**config.mk**
```make
export PLATFORM = sky130hd
export DESIGN_NAME = fp16_afpm_link_driver
export DESIGN_NICKNAME = d
export VERILOG_FILES = /design/src/rtl/fp16_afpm_link_driver.sv
export SDC_FILE = /design/constraint.sdc
export NUM_CORES = 1
export LEC_CHECK = 0
export ABC_AREA = 1
export CAP_MARGIN = 10
export CORE_MARGIN = 1
export CORE_UTILIZATION = 40
export DETAILED_ROUTE_END_ITERATION = 10
export PLACE_DENSITY = 0.69
export REMOVE_ABC_BUFFERS = 1
export SKIP_CTS_REPAIR_TIMING = 1
export SLEW_MARGIN = 20
export SYNTH_ARGS = -nofsm -noshare
export SYNTH_HDL_FRONTEND = slang
export SYNTH_SLANG_ARGS = --single-unit
```
**constraint.sdc**
```tcl
create_clock -name clk -period 1.8 [get_ports clk]
set_input_delay 0.27 -clock clk [delete_from_list [all_inputs] [get_ports clk]]
set_output_delay 0.27 -clock clk [all_outputs]
set_load 0.005 [all_outputs]
```
**src/rtl/fp16_afpm_link_driver.sv**
```systemverilog
// rtl/fp16_afpm_link_driver.sv - byte-serial host driver for the FP16 multiplier link
// Serializes two FP16 operands onto 8-bit lanes and reassembles the 16-bit product.
module fp16_afpm_link_driver #(
    parameter int unsigned SYNC_CYCLES = 1,
    parameter int unsigned RESP_DELAY  = 3
) (
    input  logic        clk,
    input  logic        rst,
    input  logic        req_valid,
    output logic        req_ready,
    input  logic [15:0] req_a,
    input  logic [15:0] req_b,
    output logic        link_ena,
    output logic [7:0]  link_a,
    output logic [7:0]  link_b,
    input  logic [7:0]  link_res,
    output logic        rsp_valid,
    input  logic        rsp_ready,
    output logic [15:0] rsp_data,
    output logic        busy,
    output logic [7:0]  txn_count
);

    typedef enum logic [2:0] {
        IDLE, SYNC, SEND_LO, SEND_HI, WAIT, RECV_LO, RECV_HI, RESP
    } state_t;

    localparam logic [3:0] SYNC_LOAD = 4'(SYNC_CYCLES - 1);
    localparam logic [3:0] WAIT_LOAD = 4'(RESP_DELAY - 1);

    state_t      state_q, state_d;
    logic [3:0]  cnt_q, cnt_d;
    logic [15:0] a_q, a_d;
    logic [15:0] b_q, b_d;
    logic [15:0] res_q, res_d;
    logic [7:0]  txn_q, txn_d;
    logic        ready_q, ready_d;
    logic        accept;

    // Ready is registered, so a fresh IDLE spends one cycle before it advertises ready.
    assign accept  = (state_q == IDLE) && ready_q && req_valid;
    assign ready_d = (state_q == IDLE) && !accept;

    always_ff @(posedge clk or posedge rst) begin
        if (rst) begin
            state_q <= IDLE;
            cnt_q   <= 4'd0;
            a_q     <= 16'd0;
            b_q     <= 16'd0;
            res_q   <= 16'd0;
            txn_q   <= 8'd0;
            ready_q <= 1'b0;
        end else begin
            state_q <= state_d;
            cnt_q   <= cnt_d;
            a_q     <= a_d;
            b_q     <= b_d;
            res_q   <= res_d;
            txn_q   <= txn_d;
            ready_q <= ready_d;
        end
    end

    always_comb begin
        state_d = state_q;
        cnt_d   = cnt_q;
        a_d     = a_q;
        b_d     = b_q;
        res_d   = res_q;
        txn_d   = txn_q;
        case (state_q)
            IDLE: begin
                if (accept) begin
                    a_d     = req_a;
                    b_d     = req_b;
                    cnt_d   = SYNC_LOAD;
                    state_d = SYNC;
                end
            end
            SYNC: begin
                if (cnt_q == 4'd0) state_d = SEND_LO;
                else               cnt_d   = cnt_q - 4'd1;
            end
            SEND_LO: state_d = SEND_HI;
            SEND_HI: begin
                if (RESP_DELAY == 0) begin
                    state_d = RECV_LO;
                end else begin
                    cnt_d   = WAIT_LOAD;
                    state_d = WAIT;
                end
            end
            WAIT: begin
                if (cnt_q == 4'd0) state_d = RECV_LO;
                else               cnt_d   = cnt_q - 4'd1;
            end
            RECV_LO: begin
                res_d[7:0] = link_res;
                state_d    = RECV_HI;
            end
            RECV_HI: begin
                res_d[15:8] = link_res;
                state_d     = RESP;
            end
            RESP: begin
                if (rsp_ready) begin
                    txn_d   = txn_q + 8'd1;
                    state_d = IDLE;
                end
            end
            default: state_d = IDLE;
        endcase
    end

    // Lanes carry operand bytes only in the two SEND states; zero everywhere else.
    always_comb begin
        link_ena = 1'b0;
        link_a   = 8'd0;
        link_b   = 8'd0;
        case (state_q)
            SYNC, WAIT, RECV_LO, RECV_HI: link_ena = 1'b1;
            SEND_LO: begin
                link_ena = 1'b1;
                link_a   = a_q[7:0];
                link_b   = b_q[7:0];
            end
            SEND_HI: begin
                link_ena = 1'b1;
                link_a   = a_q[15:8];
                link_b   = b_q[15:8];
            end
            default: ;
        endcase
    end

    assign req_ready = ready_q;
    assign rsp_valid = (state_q == RESP);
    assign rsp_data  = res_q;
    assign busy      = (state_q != IDLE);
    assign txn_count = txn_q;

endmodule
```
==> impl_metrics.yaml <==
status:
  outcome: "finished with violations"
  failed_checks: "negative setup slack"
cts:
  clockBufferDepth: 2
  clkLatencyLatePin_ns: 0.34
  clockRootBuffer: "clkbuf_8"
  tritoncts: "yes"
  cts_sinks: 64
  h-tree-depth: 3
  cts_inserted_buffers: 9
  clk_pin_slew_worst_paths_ns: 0.07
worst_setup_path:
  end_kind: "output port"
  critical_path_class: "reg2out"
  setup.reg_to_reg.worst_slack_ns: 0.13
  crit_path_start_kind: "flop"
  r2r_start: "state_q[0]"
  crit_fanout: 7
  cpPeakStageDelay_ns: 0.43
  r2r_cells: 11
  cp_common_cell: "buf_4"
  crit_required_ns: 1.53
  crit_arrival_ns: 1.68
  startpoint: "state_q[0]"
  cp_slowest_cell: "dfrtp_2"
  crit_path_cell_trace: "buf_6, ha_4, buf_8, buf_4, buf_4, nand3_1, nand2_1, clkbuf_2"
synthesis:
  synthTopCellsByArea: "dfrtp_1 52%, nand2_1 15%, nand3_1 8.7%"
  ys_warn_count: 0
  synth.avg_cell_area_um2: 7.99
  mappedNetlistArea_mm2: 0.00310
  synth-seq-area-share_pct: 51.6
  synth_edf_count: 0
  synth-seq-cells: 64
  yosys.area.top_type_share_pct: 51.6
  yosysMostFrequentCell: "nand2_1"
  synth_flop_cell: "dfrtp_1"
  async_flop_share_pct: 100
  synth_cells: 388
  synth_top_cell_by_area: "dfrtp_1"
  ys_top_cells_by_count: "126 x nand2_1, 64 x dfrtp_1, 54 x nand3_1, 41 x inv_1, 27 x o21ai_0"
  synth_cell_types: 25
route:
  post-route-drc-count: 0
  via_per_inst: 4.80
  drt_wl_total_um: 7920
  wl_per_cell_um: 13.2
  vias: 2870
  drt_iter0_markers: 173
  dr.pass1.iters: 4
  ant_nets: 0
placement:
  dp_hpwl_um: 5320
  place.gp.congestion: 0.798
  placed_area_mm2: 0.00416
  portBuffers: 87
sta:
  relSlewSlack_pct: 77.4
  finalHoldViolations: 0
  setup_viol: 7
  setup_tns_ns: -0.360
  worst_slew_pin_slew_ns: 0.339
  min_period_over_period_pct: 109
  max_freq_mhz: 512
  rsz0062_at_grt: "yes"
  slew_viol_final: 0
  fin_skew_ns: 0.00454
  fin_ws_ns: -0.153
  period_minus_slack_ns: 1.95
floorplan:
  start_util_pct: 42.1
  core_area_mm2: 0.00737
  dieArea_mm2: 0.00811
  num_io_pins: 88
  dieHeight_um: 90.1
  row_count: 31
  die_w_um: 90.1
final_layout:
  final_nets: 545
  num_antenna_cells: 0
  area_growth_pct: 45.5
  final_area_mm2: 0.00451
  drive_gt1_share_pct: 16.6
worst_hold_path:
  hold_path.class: "in2async"
global_route:
  grtUsageTotal_pct: 20.0
  antenna_found_initial: 0
  grt_pass1_vias: 2727
  grt_max_degree: 65
  overflow: 0
  grt_pass1_wl_um: 12800
power:
  ir_drop_uv: 703
  p_leak_uw: 0.00236
  power.density_mw_per_mm2: 1660
job:
  drv_cap: 0
[where the power goes]
part	total (uW)	switching (uW)	leakage [uW]	internal [uW]
Combinational	3530	1840	0.00146	1700
Sequential	2490	398	0.000786	2100
Clock	1440	546	0.000117	895
[path summary, 6_finish.rpt]
check                                   end
max in group asynchronous        state_q[0]
worst min register to register      b_q[13]
worst max register to register   state_q[2]
worst min-delay path            rsp_data[7]
min in group clk                    b_q[13]
worst max-delay path              link_b[4]
[placed cells by master (no fill, tap or decap), types with 2 or more instances in the layout]
master | netlist | final
xnor2_1 | 2 | 2
dlymetal6s2s_1 | 0 | 4
a21oi_1 | 12 | 12
ha_4 | 0 | 3
ha_1 | 7 | 4
nand3_2 | 0 | 4
inv_2 | 1 | 6
nand3_1 | 54 | 50
o21ai_1 | 0 | 6
buf_6 | 1 | 3
clkbuf_1 | 1 | 2
dfrtp_1 | 64 | 62
nand3b_1 | 2 | 2
o21ai_0 | 27 | 20
clkdlybuf4s50_1 | 0 | 68
clkbuf_8 | 0 | 12
nand2_1 | 126 | 123
clkbuf_2 | 1 | 11
nor2_2 | 2 | 2
nor2_1 | 22 | 22
inv_1 | 41 | 36
buf_2 | 8 | 4
buf_12 | 0 | 2
buf_4 | 0 | 18
bufinv_16 | 0 | 2
dfrtp_2 | 0 | 2
xor2_1 | 2 | 2
nand2_2 | 3 | 5
[cell families (layout without fill, tap and decap cells)]
kind of cell | Yosys count | count (layout) | share of synthesized area [%]
AND/OR/NAND/NOR | 214 | 214 | 30.1
adder cells (fa/ha/maj) | 7 | 7 | 2.82
buffers and inverters | 59 | 170 | 7.74
XOR/XNOR | 4 | 4 | 1.13
flip-flops | 64 | 64 | 51.6
AO/OA/AOI/OAI | 40 | 40 | 6.58
[registers in the layout, indices dropped and copies added, names as in the netlist]
register	cells
b_q	16
req_ready	1
state_q	3
rsp_data	16
cnt_q	4
a_q	16
txn_count	8
[per-layer routing]
| metal | vias up | global-route usage [%] | wire (um) | share of wire, % |
|---|---|---|---|---|
| met4 | 0 | 9.01 | 146 | 1.8 |
| met1 | 1359 | 25.4 | 3480 | 44 |
| met2 | 64 | 33.0 | 3970 | 50 |
| li1 | 1435 | - | - | - |
| met3 | 12 | 4.31 | 324 | 4.1 |
| met5 | - | 0 | 0 | 0 |
[per-stage QoR]
step / total power, uW / setup slack, ns / cells / util [%] / hold slack [ns]
6_report: 7470 / -0.153 / 598 / 61.2 / 0.314
5_1_grt: 8050 / -0.221 / 598 / 61.2 / 0.357
4_1_cts: 7240 / -0.408 / 589 / 59.6 / 0.327
3_5_place_dp: 5780 / -0.0340 / 573 / 56.4 / 0.459
3_3_place_gp: 5690 / 0.0277 / 573 / 56.4 / 0.455
2_1_floorplan: 4080 / -0.314 / 371 / - / 0.417
[worst max-delay path, delay by kind of cell, from the launching register on]
kind	cells	cell delay [ns]
adder cells (fa/ha/maj)	1	0.17
buffers and inverters	5	0.62
flip-flops	1	0.43
AND/OR/NAND/NOR	2	0.12
[area by class of cell]
class / instances / area (um2)
tap: 99 / 124
sequential: 64 / 1600
fill: 653 / 2860
clock buffer: 14 / 173
timing repair buffer: 112 / 1050
multi-input combinational: 265 / 1340
clock inverter: 2 / 60.1
inverter: 42 / 158
(Power assumes the default switching activity.)
